$ cat src/rtl/fp8_int_encoder.sv
// Purpose: converts an 8-bit signed/unsigned integer into the sign/exp4(bias 7)/mant3 minifloat, RNE rounding.
// Latency: result held 2 + leading-zeros(mag) cycles after acceptance (zero input: presented right after acceptance).
// Backpressure: result parks in HOLD until out_ready; no new input is accepted until the result is consumed.
//
// Ports:
//   clk, rst_n          rising-edge clock, asynchronous active-low reset
//   ena                 freeze control; 0 holds all state and masks in_ready/out_valid
//   in_valid/in_ready   input handshake for in_data/in_signed
//   in_data, in_signed  integer to encode; in_signed selects two's-complement interpretation
//   out_valid/out_ready output handshake for out_data/out_inexact
//   out_data            encoded minifloat
//   out_inexact         rounding discarded nonzero bits or the result saturated to infinity

module fp8_int_encoder #(
  parameter int BIAS = 7
) (
  input  logic       clk,
  input  logic       rst_n,
  input  logic       ena,
  input  logic       in_valid,
  output logic       in_ready,
  input  logic [7:0] in_data,
  input  logic       in_signed,
  output logic       out_valid,
  input  logic       out_ready,
  output logic [7:0] out_data,
  output logic       out_inexact
);

  // An 8-bit magnitude with its MSB set has unbiased exponent 7.
  localparam logic [3:0] EXP_START = 4'(BIAS + 7);

  typedef enum logic [1:0] {
    S_IDLE,
    S_NORM,
    S_ROUND,
    S_HOLD
  } state_t;

  state_t     r_state;
  logic       r_sgn;
  logic [7:0] r_mag;
  logic [3:0] r_exp;
  logic [7:0] r_out_data;
  logic       r_out_inexact;

  logic       w_sgn;
  logic [7:0] w_mag;
  logic [2:0] w_mant;
  logic       w_guard;
  logic       w_sticky;
  logic       w_round_up;
  logic [3:0] w_mant_sum;
  logic [3:0] w_exp_rnd;
  logic [2:0] w_mant_rnd;
  logic [7:0] w_result;

  // Input capture: -128 negates to itself, which is exactly the magnitude 0x80 we want.
  assign w_sgn = in_signed & in_data[7];
  assign w_mag = w_sgn ? 8'(8'd0 - in_data) : in_data;

  // Round-to-nearest-even on the normalized magnitude (hidden bit is r_mag[7]).
  assign w_mant     = r_mag[6:4];
  assign w_guard    = r_mag[3];
  assign w_sticky   = |r_mag[2:0];
  assign w_round_up = w_guard & (w_sticky | w_mant[0]);
  assign w_mant_sum = {1'b0, w_mant} + {3'b000, w_round_up};
  assign w_exp_rnd  = r_exp + {3'b000, w_mant_sum[3]};
  assign w_mant_rnd = w_mant_sum[3] ? 3'b000 : w_mant_sum[2:0];

  // Exponent 15 only arises from a rounding carry, so this is the infinity encoding.
  assign w_result = (w_exp_rnd == 4'hF) ? {r_sgn, 4'hF, 3'b000}
                                        : {r_sgn, w_exp_rnd, w_mant_rnd};

  // Gated by rst_n so the block advertises nothing while held in reset.
  assign in_ready    = rst_n & ena & (r_state == S_IDLE);
  assign out_valid   = ena & (r_state == S_HOLD);
  assign out_data    = r_out_data;
  assign out_inexact = r_out_inexact;

  always_ff @(posedge clk or negedge rst_n) begin
    if (!rst_n) begin
      r_state       <= S_IDLE;
      r_sgn         <= 1'b0;
      r_mag         <= 8'h00;
      r_exp         <= 4'h0;
      r_out_data    <= 8'h00;
      r_out_inexact <= 1'b0;
    end else if (ena) begin
      case (r_state)
        S_IDLE: begin
          if (in_valid) begin
            r_sgn <= w_sgn;
            r_mag <= w_mag;
            r_exp <= EXP_START;
            if (w_mag == 8'h00) begin
              r_out_data    <= 8'h00;
              r_out_inexact <= 1'b0;
              r_state       <= S_HOLD;
            end else begin
              r_state <= S_NORM;
            end
          end
        end
        S_NORM: begin
          // One shift per cycle; mag is nonzero here so this terminates within 7 shifts.
          if (r_mag[7]) begin
            r_state <= S_ROUND;
          end else begin
            r_mag <= {r_mag[6:0], 1'b0};
            r_exp <= r_exp - 4'd1;
          end
        end
        S_ROUND: begin
          r_out_data    <= w_result;
          r_out_inexact <= w_guard | w_sticky;
          r_state       <= S_HOLD;
        end
        S_HOLD: begin
          if (out_ready) begin
            r_state <= S_IDLE;
          end
        end
        default: r_state <= S_IDLE;
      endcase
    end
  end

endmodule
$ cat config.mk
export PLATFORM = sky130hd
export DESIGN_NAME = fp8_int_encoder
export DESIGN_NICKNAME = d
export VERILOG_FILES = /design/src/rtl/fp8_int_encoder.sv
export SDC_FILE = /design/constraint.sdc
export NUM_CORES = 1
export LEC_CHECK = 0
export BUFFER_PORTS_ARGS = -buffer_cell sky130_fd_sc_hd__buf_2
export CAP_MARGIN = 30
export CORE_ASPECT_RATIO = 0.9
export CORE_MARGIN = 2
export CORE_UTILIZATION = 37
export CTS_CLUSTER_SIZE = 24
export DETAILED_ROUTE_END_ITERATION = 16
export SLEW_MARGIN = 10
export SYNTH_ARGS = -nofsm -noshare
export SYNTH_HDL_FRONTEND = slang
export SYNTH_SLANG_ARGS = --single-unit
$ cat constraint.sdc
create_clock -name clk -period 2.43 [get_ports clk]
set_input_delay 0.486 -clock clk [delete_from_list [all_inputs] [get_ports clk]]
set_output_delay 0.486 -clock clk [all_outputs]
set_load 0.02 [all_outputs]
==> flow_summary.yaml <==
timing:
  worstMarginPinSlew_ps: 662
  drv_slew: 0
  finalCritPeriodShare_pct: 89.2
  final.min_clock_period_ps: 2170
  setup_tns_ps: 0
  setup_viol: 0
  hold_violations: 0
  whs_ps: 210
  relSlewSlack_pct: 55.5
  finClkSkew_ps: 4.29
  rsz0062_at_grt: "false"
  max_freq_mhz: 461
worst_hold_path:
  worstHoldPathType: "primary input to asynchronous set/reset pin"
floorplanning:
  die_area_um2: 4570
  start_util_pct: 39.3
  fp-row-count: 21
  io_pins: 25
  die_h_um: 64.4
  die_x_um: 71.1
  core_area_um2: 3810
synth:
  synth_top_area_share_pct: 40.1
  ys_seq_area_share_pct: 40.1
  yosysWarnings: 0
  async_flop_share_pct: 100
  ys_dominant_reg_cell: "dfrtp_1"
  ys_ff_latch: 24
  yosys-top-cells-count: "24 x dfrtp_1, 14 x nand2_1, 13 x a21oi_1"
  synth_nets: 186
  syn_inst: 163
  yosysMostFrequentCell: "dfrtp_1"
  synth.cell_area_um2: 1500
  synth_edf_count: 0
  synthTopCellsByArea: "dfrtp_1 40%, ha_1 7.5%, a21oi_1 4.3%"
  synth.largest_area_cell: "dfrtp_1"
  synth.distinct_cells: 43
  avgSynthCellArea_um2: 9.19
power_and_ir_drop:
  swShare_pct: 42.2
  powerDensity_nw_per_um2: 1100
  leakage_nw: 0.837
  clockPowerShare_pct: 14.0
  power_mw: 1.96
  pwr-share-seq_pct: 38.3
  vdd_ir_drop_max_v: 0.000311
  power_switching_uw: 826
  p_int_mw: 1.13
  combPwrFrac_pct: 47.8
route:
  vias_per_cell: 5.44
  vias: 1306
  drt-met1-wl_um: 1640
  wl_met2_um: 1570
  top_layer: "met4"
  drc: 0
  ant_nets: 0
  drtPass1Iterations: 4
  wl_met3_um: 121
  drt_wl_total_um: 3360
  wl_per_cell_um: 14.0
  first_iter_violations: 57
clock_network:
  holdBufCountCts: 0
  clock_path_buffers: 2
  clk_pin_slew_worst_paths_ps: 90
  cts_resized: 0
  numCtsBuffers: 3
  cts_setup_buffers: 0
  cts_num_sinks: 24
  cts_tree: "built"
  htreeDepth: 1
  cts_root_buf: "clkbuf_8"
  insertion_delay_ps: 270
global_route:
  overflow: 0
  antenna_found_initial: 0
  grt_pass1_vias: 1317
  grt_pass1_wl_um: 5920
  grt_max_degree: 25
  globalRouteTotalUtil_pct: 16.2
worst_setup_path:
  worstPathMaxFanout: 6
  start_kind: "flop"
  cp.required_ps: 2580
  crit_type: "flop to flop"
  critPathArrivalTime_ps: 2320
  reg2reg_from: "r_mag[3]$_DFFE_PN0P_"
  critPathCaptureType: "flop"
  cp-startpoint: "r_mag[3]$_DFFE_PN0P_"
status:
  status: "finished, final reports clean"
placed_design:
  hpwl_um: 2690
  place_area_um2: 1720
  gp_congestion: 0.875
  port-buffer-count: 24
final_layout:
  finalInstanceArea_um2: 1770
  syn2layout_area_growth_pct: 18.2
  fill_cells: 365
  fin_util_pct: 46.5
  nets: 218
  diodes: 0
  drive_gt1_share_pct: 21.6
flow_run:
  maxCapViolCount: 0
## layout by cell type (no fill, tap or decap), types with 2 or more instances in the layout
cell type,netlist,final
nand2_1,14,14
nor2b_1,2,2
nor2_1,8,8
and2_1,3,3
xnor2_1,7,7
nor3b_1,2,2
dfrtp_1,24,24
and3_1,2,2
ha_1,9,9
nand3_1,3,3
inv_1,11,11
nor3_1,5,5
buf_2,1,24
buf_4,0,8
a32o_1,3,3
nand4_1,4,4
a22oi_1,4,4
xor2_1,3,3
o21ai_1,7,7
clkbuf_8,0,4
a21oi_1,13,13
o21ai_0,7,7
a22o_1,6,6
## worst max-delay path: stages (launching register included)
cell and delay, ps:
dfrtp_1 430, and2_1 190, and3_1 200, ha_1 200, ha_1 190, xor2_1 200, nand4_1 160, and4b_1 230
a32o_1 260
## area by class of cell
cell class / instances / area, um^2 / share of cell area [%]
clock buffers: 4 / 55.1 / 3.11
inverters: 12 / 45.0 / 2.54
multi-input cells: 122 / 832 / 47.0
flip-flops and latches: 24 / 601 / 33.9
well taps: 46 / 57.6 / 3.25
repair buffers: 32 / 180 / 10.2
## per-stage QoR
stage,std cells,setup slack (ps)
finish,240,262
global route,240,83.3
CTS,240,251
detailed placement,236,83.9
global placement,236,151
floorplan,163,369
## kinds of logic (layout without fill, tap and decap cells)
logic type               after synthesis  count (layout)  share of synthesized area, %
flip-flops                            24              24                          40.1
AND/OR/NAND/NOR                       50              50                          17.2
adder cells (fa/ha/maj)                9               9                          7.52
AO/OA/AOI/OAI                         52              52                          24.3
multiplexers                           1               1                         0.668
buffers and inverters                 17              48                          4.34
XOR/XNOR                              10              10                          5.85
## metal layers
metal,vias up,GRT usage (%)
li1,652,-
met2,29,27.2
met5,-,0
met1,623,21.6
met3,2,1.74
met4,0,5.66
## power groups by stage
stage | clock [mW] | sequential (mW) | combinational (mW)
2_1_floorplan | 0 | 0.784 | 0.601
6_report | 0.273 | 0.749 | 0.934
4_1_cts | 0.279 | 0.751 | 0.948
5_1_grt | 0.296 | 0.785 | 1.05
3_3_place_gp | 0 | 0.747 | 0.930
3_5_place_dp | 0 | 0.760 | 0.944
## sequential cells by signal, indices dropped and copies added (netlist names)
register and cells:
r_mag 8, r_state 2, r_sgn 1, out_inexact 1, r_exp 4, out_data 8
## worst paths after layout
check                                          end  slack [ps]  cells after the start
min in group clk           out_data[5]$_DFFE_PN0P_         510                      1
min reg2reg                out_data[5]$_DFFE_PN0P_         510                      1
min                        out_data[3]$_DFFE_PN0P_         210                      2
max in group asynchronous     r_mag[2]$_DFFE_PN0P_        1970                      2
max                        out_data[1]$_DFFE_PN0P_         260                      8
max reg2reg                out_data[1]$_DFFE_PN0P_         260                      8
(Power assumes the default switching activity.)
